<file path="src/rtl/load_store_unit.sv">
// Load/store unit: one outstanding word-bus access per instruction, with stall, lane steering and fault reporting.
// Optional bus timeout abort is compiled in with `define LSU_TIMEOUT_EN.
module load_store_unit #(
    parameter int TIMEOUT_CYCLES = 255
) (
    input  logic        clk,
    input  logic        rst,
    input  logic [31:0] i_alu_result,
    input  logic [31:0] i_write_data,
    input  logic        i_ctrl_mem_write,
    input  logic        i_ctrl_mem2reg,
    input  logic [2:0]  i_ctrl_word_size,
    output logic        o_stall,
    output logic [31:0] o_load_data,
    output logic        o_fault,
    output logic        o_timeout,
    output logic        o_bus_req,
    output logic        o_bus_we,
    output logic [31:0] o_bus_addr,
    output logic [3:0]  o_bus_be,
    output logic [31:0] o_bus_wdata,
    input  logic        i_bus_ack,
    input  logic [31:0] i_bus_rdata
);

    typedef enum logic [1:0] {
        IDLE = 2'b00,
        BUSY = 2'b01,
        DONE = 2'b10
    } state_t;

    state_t      state;
    logic        access_p0;
    logic        legal_p0;
    logic        store_p0;
    logic [2:0]  size_p1;
    logic [1:0]  lane_p1;

    function automatic logic access_legal(input logic [2:0] size, input logic [1:0] lo);
        case (size)
            3'b000, 3'b100: access_legal = 1'b1;
            3'b001, 3'b101: access_legal = ~lo[0];
            3'b010:         access_legal = (lo == 2'b00);
            default:        access_legal = 1'b0;
        endcase
    endfunction

    // Only called for legal sizes, so size[1:0] alone separates B, H and W.
    function automatic logic [3:0] lane_enables(input logic [2:0] size, input logic [1:0] lo);
        case (size[1:0])
            2'b00:   lane_enables = 4'b0001 << lo;
            2'b01:   lane_enables = lo[1] ? 4'b1100 : 4'b0011;
            default: lane_enables = 4'b1111;
        endcase
    endfunction

    function automatic logic [31:0] replicate(input logic [2:0] size, input logic [31:0] data);
        case (size[1:0])
            2'b00:   replicate = {4{data[7:0]}};
            2'b01:   replicate = {2{data[15:0]}};
            default: replicate = data;
        endcase
    endfunction

    function automatic logic [31:0] extend_load(input logic [2:0] size, input logic [1:0] lo,
                                                input logic [31:0] rdata);
        logic [7:0]  b;
        logic [15:0] h;
        b = rdata[{lo, 3'b000} +: 8];
        h = lo[1] ? rdata[31:16] : rdata[15:0];
        case (size)
            3'b000:  extend_load = {{24{b[7]}}, b};
            3'b100:  extend_load = {24'h0, b};
            3'b001:  extend_load = {{16{h[15]}}, h};
            3'b101:  extend_load = {16'h0, h};
            default: extend_load = rdata;
        endcase
    endfunction

    // Stage p0: decode of the request presented by the EX/MEM register
    always_comb begin
        access_p0 = i_ctrl_mem_write | i_ctrl_mem2reg;
        store_p0  = i_ctrl_mem_write;
        legal_p0  = access_legal(i_ctrl_word_size, i_alu_result[1:0]);
        o_stall   = ~rst & (((state == IDLE) & access_p0 & legal_p0) | (state == BUSY));
    end

`ifdef LSU_TIMEOUT_EN
    localparam int CNT_W = (TIMEOUT_CYCLES < 2) ? 1 : $clog2(TIMEOUT_CYCLES + 1);
    localparam logic [CNT_W-1:0] TMO_LAST = CNT_W'(TIMEOUT_CYCLES - 1);
    logic [CNT_W-1:0] tmo_cnt;
    logic             tmo_q;
    assign o_timeout = tmo_q;
`else
    logic tmo_cfg_unused;
    assign tmo_cfg_unused = |32'(TIMEOUT_CYCLES);
    assign o_timeout      = 1'b0;
`endif

    // Stage p1: bus fields latched for the whole access, result captured on ack
    always_ff @(posedge clk) begin
        if (rst) begin
            state       <= IDLE;
            o_load_data <= 32'h0;
            o_fault     <= 1'b0;
            o_bus_req   <= 1'b0;
            o_bus_we    <= 1'b0;
            o_bus_addr  <= 32'h0;
            o_bus_be    <= 4'h0;
            o_bus_wdata <= 32'h0;
            size_p1     <= 3'b000;
            lane_p1     <= 2'b00;
`ifdef LSU_TIMEOUT_EN
            tmo_cnt     <= '0;
            tmo_q       <= 1'b0;
`endif
        end else begin
            o_fault <= 1'b0;
`ifdef LSU_TIMEOUT_EN
            tmo_q   <= 1'b0;
`endif
            case (state)
                IDLE: begin
                    if (access_p0) begin
                        if (legal_p0) begin
                            state       <= BUSY;
                            o_bus_req   <= 1'b1;
                            o_bus_we    <= store_p0;
                            o_bus_addr  <= {i_alu_result[31:2], 2'b00};
                            o_bus_be    <= lane_enables(i_ctrl_word_size, i_alu_result[1:0]);
                            o_bus_wdata <= replicate(i_ctrl_word_size, i_write_data);
                            size_p1     <= i_ctrl_word_size;
                            lane_p1     <= i_alu_result[1:0];
`ifdef LSU_TIMEOUT_EN
                            tmo_cnt     <= '0;
`endif
                        end else begin
                            o_fault     <= 1'b1;
                            o_load_data <= 32'h0;
                        end
                    end
                end
                BUSY: begin
                    if (i_bus_ack) begin
                        state     <= DONE;
                        o_bus_req <= 1'b0;
                        if (!o_bus_we)
                            o_load_data <= extend_load(size_p1, lane_p1, i_bus_rdata);
                    end
`ifdef LSU_TIMEOUT_EN
                    else if (tmo_cnt == TMO_LAST) begin
                        state       <= DONE;
                        o_bus_req   <= 1'b0;
                        o_load_data <= 32'h0;
                        tmo_q       <= 1'b1;
                    end else begin
                        tmo_cnt <= tmo_cnt + 1'b1;
                    end
`endif
                end
                DONE:    state <= IDLE;
                default: state <= IDLE;
            endcase
        end
    end

endmodule

</file>
<file path="config.mk">
export PLATFORM = sky130hd
export DESIGN_NAME = load_store_unit
export DESIGN_NICKNAME = d
export VERILOG_FILES = /design/src/rtl/load_store_unit.sv
export SDC_FILE = /design/constraint.sdc
export NUM_CORES = 1
export LEC_CHECK = 0
export ABC_AREA = 1
export CORE_MARGIN = 2
export CORE_UTILIZATION = 47
export DETAILED_ROUTE_END_ITERATION = 8
export PLACE_DENSITY = 0.87
export SYNTH_ARGS = -nofsm -noshare
export SYNTH_HDL_FRONTEND = slang
export SYNTH_SLANG_ARGS = --single-unit
</file>
<file path="constraint.sdc">
create_clock -name clk -period 2 [get_ports clk]
set_input_delay 0.2 -clock clk [delete_from_list [all_inputs] [get_ports clk]]
set_output_delay 0.2 -clock clk [all_outputs]
set_load 0.02 [all_outputs]
</file>
==> results by group <==
Run status
  • Outcome: complete, no violations

Setup path
  • CP max stage cell: clkdlybuf4s50_1
  • Slowest stage delay, CP: 540 ps
  • Setup crit start kind: input pin
  • Critical path type: input pin to flip-flop
  • Crit path required time: 2290 ps
  • R2R depth: 6
  • CP most frequent cell: nand2_1
  • Critical Path End Type: flip-flop
  • Critical path cell sequence: clkdlybuf4s50_1 -> buf_4 -> inv_1 -> nor2_1 -> nand2_1 -> nand3_1 -> nand2_1 -> a21oi_1
  • CP max FO: 8
  • Data arrival, critical path: around 1900 ps

Clock tree
  • CTS buffer count: 9
  • Root Buffer Master: clkbuf_8
  • Clk buf depth: 2
  • CTS HTree Levels: 3
  • CTS tree: built
  • Clock Sink Count: 108
  • Skew-Pair Late Insertion Delay: 360 ps
  • CTS Hold Bufs: 0
  • Worst-path clk slew: roughly 110 ps

Floorplanning
  • DIE WIDTH: 109 microns
  • Die area: 0.0118 sq mm
  • IO Pins: roughly 210
  • Core Rows: 38
  • Initial Utilization: 0.478
  • Die H: 109 microns
  • Core Area: 0.0107 sq mm

STA
  • Tightest Pin Transition: between 600 and 700 ps
  • Sum of negative setup slack: 0 ps
  • Final Hold Vio Count: 0
  • Slew HR: 0.598
  • Slew Limit Fails: 0
  • Tcrit/Tclk final: 0.799
  • Clock Skew: 15.7 ps
  • Tmin final: 1600 ps
  • RSZ-0062 raised after global routing: no
  • Peak Freq: about 630 MHz
  • # setup viols final: 0

Power
  • Logic pwr share: 0.318
  • Max IR drop VDD: approximately 590 uV
  • Clk network pwr share: 0.252
  • Flop pwr share: 0.430
  • Cell Int Power: around 0.0038 W
  • Power Dens Cells: 764 mW/mm^2
  • Sw frac: 0.336
  • Lkg Pwr: roughly 3.3 nW
  • NetSw: 0.00194 W

GRT
  • Largest net degree at the start of global routing: 58
  • Total grt overflow: 0
  • Number of global-route vias before repair: between 5k and 6k
  • Global-route wire length before repair: 25800 microns
  • GRT Util Overall: 0.277
  • Initial antenna violation count: 0

Drt
  • ANT nets after route: 0
  • DR iter-0 viols: 238
  • Final WL: about 16000 microns
  • WL/cell: 14.4 microns
  • Via count: 5625
  • Post-DR vias/cell: 5.06
  • Drt first pass iters: 6
  • DR DRC count: 0

Yosys
  • Area leader, netlist: dfxtp_1
  • Gate Count Post-Synth: 776
  • Async S/R FF share, synth: 0
  • Post-synth EDFFs: 0
  • Synth Register Bits: 108
  • Ranking of synthesized cells by area: dfxtp_1 (42%), nand2_1 (15%), nor2_1 (9.1%)
  • Synthesized area: 0.00513 sq mm
  • Cell variety after synth: 25
  • Post-Syn Area per Cell: 6.62 sq um
  • Sequential share of the synthesized area: 0.421
  • Yosys top cell area share: 0.421
  • Main synth FF type: dfxtp_1
  • YS warnings: 0

Final layout
  • Most common cell after layout, fill and taps aside: nand2_1
  • Area growth syn-to-layout: 47.1%
  • Fin nets: 1070
  • Fraction of layout cells with a size suffix above 1: 0.0659
  • Non-Filler Cell Area, Final: between 0.007 and 0.008 sq mm
  • Most frequent cells in the layout: nand2_1 (205), clkdlybuf4s50_1 (204), nor2_1 (125)
  • ANT cells: 0
  • Fill cell count: 873

Placed design
  • Area after DPL: roughly 0.0073 sq mm
  • Input/output buffers: about 210
  • RePlAce Congestion: 0.958
  • DP Wirelength: between 10000 and 15000 microns

Job
  • # Max-Cap Violations: 0

Worst hold path
  • HP Class: input pin to flip-flop
  • Hold Path Stages: 3
-- what timing repair did --
item	CTS	global route
resized for setup	0	1
endpoints found under the hold margin	0	0
endpoints found under the setup margin	0	1
setup buffers	0	0
-- per-layer routing --
layer	vias up	global-route usage	routed length, microns
met5	-	0	0
met3	43	0.0832	1640
met4	0	0.125	592
li1	2824	-	-
met2	259	0.469	7470
met1	2499	0.321	6330
-- power groups by stage --
stage / Clock, W / Sequential, W / Combinational [W]
floorplan: 0 / 0.00277 / 0.000758
global placement: 0 / 0.00253 / 0.00181
detailed placement: 0 / 0.00253 / 0.00183
CTS: 0.00148 / 0.00249 / 0.00184
global route: 0.00158 / 0.00251 / 0.00201
finish: 0.00145 / 0.00248 / 0.00184
-- registers in the layout (all words and copies together), names as in the netlist --
| signal | cells |
|---|---|
| lane_p1 | 2 |
| o_bus_req | 1 |
| o_bus_be | 4 |
| o_bus_wdata | 32 |
| o_bus_addr | 30 |
| state | 2 |
| o_fault | 1 |
| o_load_data | 32 |
| size_p1 | 3 |
| o_bus_we | 1 |
-- per-stage QoR --
| stage | instances | setup slack, ps | hold WS [ps] | util | power (W) |
|---|---|---|---|---|---|
| 6_report | 1111 | 402 | 387 | 0.703 | 0.00577 |
| 5_1_grt | 1111 | 239 | 392 | 0.703 | 0.00611 |
| 4_1_cts | 1111 | 26.5 | 375 | 0.703 | 0.00580 |
| 3_5_place_dp | 1095 | 28.2 | 452 | 0.682 | 0.00436 |
| 3_3_place_gp | 1095 | 36.8 | 447 | 0.682 | 0.00434 |
| 2_1_floorplan | 778 | 439 | 335 | - | 0.00352 |
-- critical path: cells and delay by family --
| kind | cells | cell delay, ps |
|---|---|---|
| simple gates | 4 | 760 |
| compound gates | 1 | 140 |
| buf+inv | 3 | 790 |
-- area by class of cell --
cell class / instances / area, sq um / share of cell area
clock buffers: 10 / 138 / 0.0182
clock inverters: 6 / 81.3 / 0.0108
inverters: 66 / 248 / 0.0328
multi-input cells: 552 / 2450 / 0.325
flip-flops and latches: 108 / 2160 / 0.286
well taps: 140 / 175 / 0.0232
repair buffers: 229 / 2300 / 0.304
-- worst paths after layout --
check / startpoint / end / slack, ps
max: i_ctrl_word_size[0] / o_bus_wdata[31] / 400
min: i_write_data[20] / o_bus_wdata[20] / 390
max reg2reg: state[0] / o_bus_wdata[18] / 480
min reg2reg: o_bus_wdata[3] / o_bus_wdata[3] / 470
-- cell families (layout without fill, tap and decap cells) --
logic type,Yosys count,in the layout,synth area share
AO/OA/AOI/OAI,188,188,0.199
buffers and inverters,118,311,0.103
flip-flops,108,108,0.421
other,1,3,0.000730
AND/OR/NAND/NOR,361,361,0.276
-- synth_stat cells (2+ instances only) --
cell	n
nand2_1	205
buf_4	9
buf_2	15
nand2_4	2
o21ai_0	77
clkbuf_2	2
nor2_2	2
nor2_1	125
dfxtp_1	108
a21oi_2	11
nand2_2	4
nand3_1	21
buf_6	4
inv_2	3
inv_1	63
clkbuf_1	21
a21oi_1	92
o211a_1	5
Power figures use the tool's default switching activity.
